==> src/rtl/sprite_pixel_mixer.sv <==
// Per-pixel sprite compositor: reads enabled sprites in priority order through one shared
// memory port, stops at the first opaque colour, and hands the pixel downstream via valid/ready.
module sprite_pixel_mixer #(
  parameter int                N_SPRITES   = 8,
  parameter int                SEL_W       = (N_SPRITES > 1) ? $clog2(N_SPRITES) : 1,
  parameter int                ADDR_W      = 16,
  parameter int                PIXELS      = 2 ** ADDR_W,
  parameter int                DATA_W      = 24,
  parameter int                MEM_LAT     = 1,
  parameter logic [DATA_W-1:0] TRANSPARENT = 24'hFF00FF,
  parameter logic [DATA_W-1:0] BG_COLOR    = 24'h000000
) (
  input  logic                 CLK,
  input  logic                 RESET_N,
  input  logic                 ENABLE,
  input  logic [N_SPRITES-1:0] SPRITES_EN,
  input  logic [DATA_W-1:0]    DATA_IN,
  output logic                 MEM_RD,
  output logic [ADDR_W-1:0]    MEM_ADDR,
  output logic [SEL_W-1:0]     MEM_SEL,
  input  logic                 PIX_READY,
  output logic [DATA_W-1:0]    RGB,
  output logic                 RGB_VALID,
  output logic [SEL_W-1:0]     HIT_SEL,
  output logic                 HIT_BG,
  output logic                 FRAME_END,
  output logic                 BUSY
);

  localparam int                CNT_W     = (MEM_LAT > 2) ? $clog2(MEM_LAT - 1) : 1;
  localparam logic [CNT_W-1:0]  WAIT_INIT = CNT_W'((MEM_LAT > 1) ? (MEM_LAT - 2) : 0);
  localparam logic [ADDR_W-1:0] LAST_ADDR = ADDR_W'(PIXELS - 1);

  typedef enum logic [2:0] {
    S_IDLE,
    S_START,
    S_ISSUE,
    S_WAIT,
    S_CAPTURE,
    S_OUT
  } state_t;

  state_t                state_q;
  state_t                state_d;
  logic [N_SPRITES-1:0]  mask_q;
  logic [SEL_W-1:0]      sel_q;
  logic [SEL_W-1:0]      low_idx;
  logic [ADDR_W-1:0]     addr_q;
  logic [CNT_W-1:0]      wait_q;
  logic [DATA_W-1:0]     rgb_q;
  logic [SEL_W-1:0]      hit_sel_q;
  logic                  hit_bg_q;
  logic                  frame_end_q;
  logic                  opaque;
  logic                  last_pix;
  logic                  load_hit;
  logic                  load_bg;
  logic                  accept;

  // Lowest set bit wins: bit 0 is the highest-priority sprite.
  always_comb begin
    low_idx = '0;
    for (int i = N_SPRITES - 1; i >= 0; i--) begin
      if (mask_q[i]) low_idx = SEL_W'(i);
    end
  end

  assign opaque   = (DATA_IN != TRANSPARENT);
  assign last_pix = (addr_q == LAST_ADDR);
  assign accept   = (state_q == S_OUT) && PIX_READY;
  assign load_hit = (state_q == S_CAPTURE) && opaque;
  assign load_bg  = ((state_q == S_START) && (SPRITES_EN == '0)) ||
                    ((state_q == S_CAPTURE) && !opaque && (mask_q == '0));

  always_comb begin
    state_d = state_q;
    unique case (state_q)
      S_IDLE:    if (ENABLE) state_d = S_START;
      S_START:   state_d = (SPRITES_EN == '0) ? S_OUT : S_ISSUE;
      S_ISSUE:   state_d = (MEM_LAT > 1) ? S_WAIT : S_CAPTURE;
      S_WAIT:    if (wait_q == '0) state_d = S_CAPTURE;
      S_CAPTURE: state_d = (opaque || (mask_q == '0)) ? S_OUT : S_ISSUE;
      S_OUT:     if (PIX_READY) state_d = ENABLE ? S_START : S_IDLE;
      default:   state_d = S_IDLE;
    endcase
  end

  always_ff @(posedge CLK or negedge RESET_N) begin
    if (!RESET_N) begin
      state_q <= S_IDLE;
    end else begin
      state_q <= state_d;
    end
  end

  // Sprite walk: mask snapshot, current read index and read-latency counter.
  always_ff @(posedge CLK or negedge RESET_N) begin
    if (!RESET_N) begin
      mask_q <= '0;
      sel_q  <= '0;
      wait_q <= '0;
    end else begin
      if (state_q == S_START) begin
        mask_q <= SPRITES_EN;
      end else if (state_q == S_ISSUE) begin
        mask_q <= mask_q & (mask_q - N_SPRITES'(1));
        sel_q  <= low_idx;
        wait_q <= WAIT_INIT;
      end else if ((state_q == S_WAIT) && (wait_q != '0)) begin
        wait_q <= wait_q - CNT_W'(1);
      end
    end
  end

  // Address only moves on an accepted pixel, so it survives ENABLE going low.
  always_ff @(posedge CLK or negedge RESET_N) begin
    if (!RESET_N) begin
      addr_q <= '0;
    end else if (accept) begin
      addr_q <= last_pix ? '0 : addr_q + ADDR_W'(1);
    end
  end

  always_ff @(posedge CLK or negedge RESET_N) begin
    if (!RESET_N) begin
      rgb_q       <= '0;
      hit_sel_q   <= '0;
      hit_bg_q    <= 1'b0;
      frame_end_q <= 1'b0;
    end else if (load_hit) begin
      rgb_q       <= DATA_IN;
      hit_sel_q   <= sel_q;
      hit_bg_q    <= 1'b0;
      frame_end_q <= last_pix;
    end else if (load_bg) begin
      rgb_q       <= BG_COLOR;
      hit_sel_q   <= '0;
      hit_bg_q    <= 1'b1;
      frame_end_q <= last_pix;
    end
  end

  // During ISSUE the index comes straight from the mask; afterwards it is held in sel_q.
  assign MEM_RD    = (state_q == S_ISSUE);
  assign MEM_SEL   = MEM_RD ? low_idx : sel_q;
  assign MEM_ADDR  = addr_q;
  assign RGB       = rgb_q;
  assign RGB_VALID = (state_q == S_OUT);
  assign HIT_SEL   = hit_sel_q;
  assign HIT_BG    = hit_bg_q;
  assign FRAME_END = frame_end_q;
  assign BUSY      = (state_q != S_IDLE);

endmodule

==> config.mk <==
export PLATFORM = sky130hd
export DESIGN_NAME = sprite_pixel_mixer
export DESIGN_NICKNAME = d
export VERILOG_FILES = /design/src/rtl/sprite_pixel_mixer.sv
export SDC_FILE = /design/constraint.sdc
export NUM_CORES = 1
export LEC_CHECK = 0
export BUFFER_PORTS_ARGS = -buffer_cell sky130_fd_sc_hd__buf_4
export CORE_MARGIN = 2
export CORE_UTILIZATION = 40
export DETAILED_ROUTE_END_ITERATION = 10
export GPL_ROUTABILITY_DRIVEN = 0
export MAX_ROUTING_LAYER = met4
export PLACE_DENSITY = 0.65
export SYNTH_ARGS = -nofsm -noshare
export SYNTH_HDL_FRONTEND = slang
export SYNTH_SLANG_ARGS = --single-unit
==> constraint.sdc <==
create_clock -name CLK -period 2.5 [get_ports CLK]
set_input_delay 0.125 -clock CLK [delete_from_list [all_inputs] [get_ports CLK]]
set_output_delay 0.125 -clock CLK [all_outputs]
set_load 0.1 [all_outputs]
==> metrics.txt <==
cell area after layout=0.00381 sq mm; Worst R2R Setup Slack=0.43 ns; Die ar.=0.00743 sq mm; Hold Path Class=primary input to flop; largest net degree at the start of global routing=61; drt pass-1 iters=4; Critical Path End Type=output port; outcome=complete, no violations; n_diodes=0; DP Cell Count=421; Core Util, Final=approximately three fifths; dpl hpwl=around 5000 um; clk slew on worst S/H paths=0.07 ns; main area contributors after synthesis=dfrtp_1 (56%), a22o_1 (9.4%), nand2_1 (4.2%), nand3_1 (3.1%), nor2_1 (2.1%); post-route insts no fill=445; placed inst area=0.00349 sq mm; Tmin final=around 2.3 ns; row cnt=29; met3 GRT Util=4.10%; Final nets=400; WL/cell=16.0 um; crit path launch type=flop; drt drc=0; GRT Total Usage=20.8%; post-synthesis sequential area ratio=55.6%; die height=around 86 um; Port Buffer Count=86; setup violators final=0; worst setup path class=flop to output port; Clk Latency, worst-skew pair=0.33 ns; met2 Use GR=33.3%; critical path arrival=2.20 ns; Yosys warning total=0; Area Overhead vs Synth=41.0%; cell taking the most area after synthesis=dfrtp_1; Post-Route WL=7130 um; CTS HTree Levels=3; met1 global-route usage=25.9%; worst-margin pin slew=0.798 ns; post-synthesis cell count=257; Setup TNS=0 ns; DR iter-0 viols=roughly 110; CTS Buf Count=9; unrepaired setup endpoints after global routing=false; Sinks on Clock Net=60; first-pass GRT wire length=11700 um; via count=2418; GR Overflow Total=0; CTS root buf=clkbuf_8; EDFF count, synth=0; Detail Route Antenna Nets=0; vias per std cell=5.43; Slew Limit Headroom=a little under half; core area=0.00646 sq mm; Initial Util=about two fifths; Max Clock Freq=0.430 GHz; Post-CTS Setup Repair Bufs=0; CP Max Fanout=8; Top FF cell, synth=dfrtp_1; top-count cell post-synth=dfrtp_1; number of max-cap violations=0; CTS tree=built; GRT busiest layer=met2; Synth Cell Area=0.00270 sq mm; required time worst endpoint=approximately 2.4 ns; vias in the first global route=between 2k and 2.5k; Die Width=approximately 86 um; top cells by count, synth=dfrtp_1 (60), nand2_1 (30), a22o_1 (29); asr flop ratio synth=100%; Layout Skew=0.0120 ns; clk buf depth=2; initial antenna violation count=0; fraction of layout cells with a size suffix above 1=32.1%; Final Slew Violations=0; Synth top area share=55.6%; Yosys reg bits=60; I/O pin cnt=87; Synth Area per Inst=10.5 sq um; count of cell types in the netlist=40; Post-Syn Nets=294; Period Utilization, post-route=93.0%; final hold vios=0
[cell usage in the layout (no fill, tap or decap), types with 2 or more instances in the layout]
cell / instances
a21oi_1: 8
inv_1: 8
nor2_1: 15
or3_1: 3
nor2b_1: 2
xor2_1: 4
a21oi_2: 2
nand2_1: 30
nand3_1: 17
clkbuf_8: 9
o21ai_0: 10
xnor2_1: 5
nand4b_1: 3
nor4_1: 9
nand4_1: 7
nand2b_1: 3
o211ai_1: 3
o31ai_1: 4
dlygate4sd3_1: 8
dfrtp_1: 60
a22o_1: 29
and3_1: 2
buf_4: 96
nor3_1: 5
bufinv_16: 3
[through the flow]
| step | worst slack, ns | hold WS [ns] |
|---|---|---|
| floorplan | -0.486 | -0.171 |
| global placement | 0.402 | 0.244 |
| detailed placement | 0.314 | 0.239 |
| CTS | 0.138 | 0.00382 |
| global route | 0.0432 | 0.00924 |
| finish | 0.175 | 0.0192 |
[sequential cells by signal (all words and copies together), names as in the netlist]
name       cells
RGB           24
state_q        3
MEM_ADDR      16
FRAME_END      1
HIT_BG         1
wait_q         1
mask_q         8
sel_q          3
HIT_SEL        3
[kinds of logic (layout without fill, tap and decap cells)]
logic type	after synthesis	in the layout	share of synthesized area, %
buffers and inverters	17	128	2.96
muxes	1	1	0.417
xor gates and xnor gates	9	9	2.92
and+or+nand+nor	105	105	20.1
AOI/OAI and AO/OA	64	64	17.5
adders and majority gates	1	1	0.463
DFF	60	60	55.6
[worst paths after layout]
check	startpoint	endpoint	cells after the start
max in group asynchronous	RESET_N	wait_q	2
worst max-delay path	state_q[1]	MEM_SEL[2]	5
worst min-delay path	DATA_IN[10]	RGB[10]	2
worst min register to register	sel_q[2]	HIT_SEL[2]	1
min in group asynchronous	RESET_N	MEM_ADDR[3]	2
worst max register to register	state_q[1]	RGB[1]	5
[worst max-delay path: stages (launching register included)]
cell and delay (ns):
dfrtp_1 0.48, or3b_2 0.49, nor3_1 0.23, nand2_1 0.18, o21ai_1 0.18, buf_4 0.31
[timing repair]
item,CTS,global route
endpoints found under the hold margin,67,0
hold buffers,8,0
gates resized for setup,0,0
[layer usage]
metal	part of all wire, %	up-vias
met4	1.1	0
li1	-	1167
met3	5.3	6
met1	43	1163
met2	51	82
met5	0	-
[final cells by class]
cell class              instances  area, sq um
well taps                      77         96.3
fillers                       570         2650
repair buffers                104          801
inverters                       8         30.0
clock buffers                  10          128
clock inverters                 6          111
flip-flops and latches         60         1500
multi-input cells             180         1140
Power is left out: the tool's default activity adds up to more than one toggle a clock period on the data nets, which glitch-free logic cannot reach.
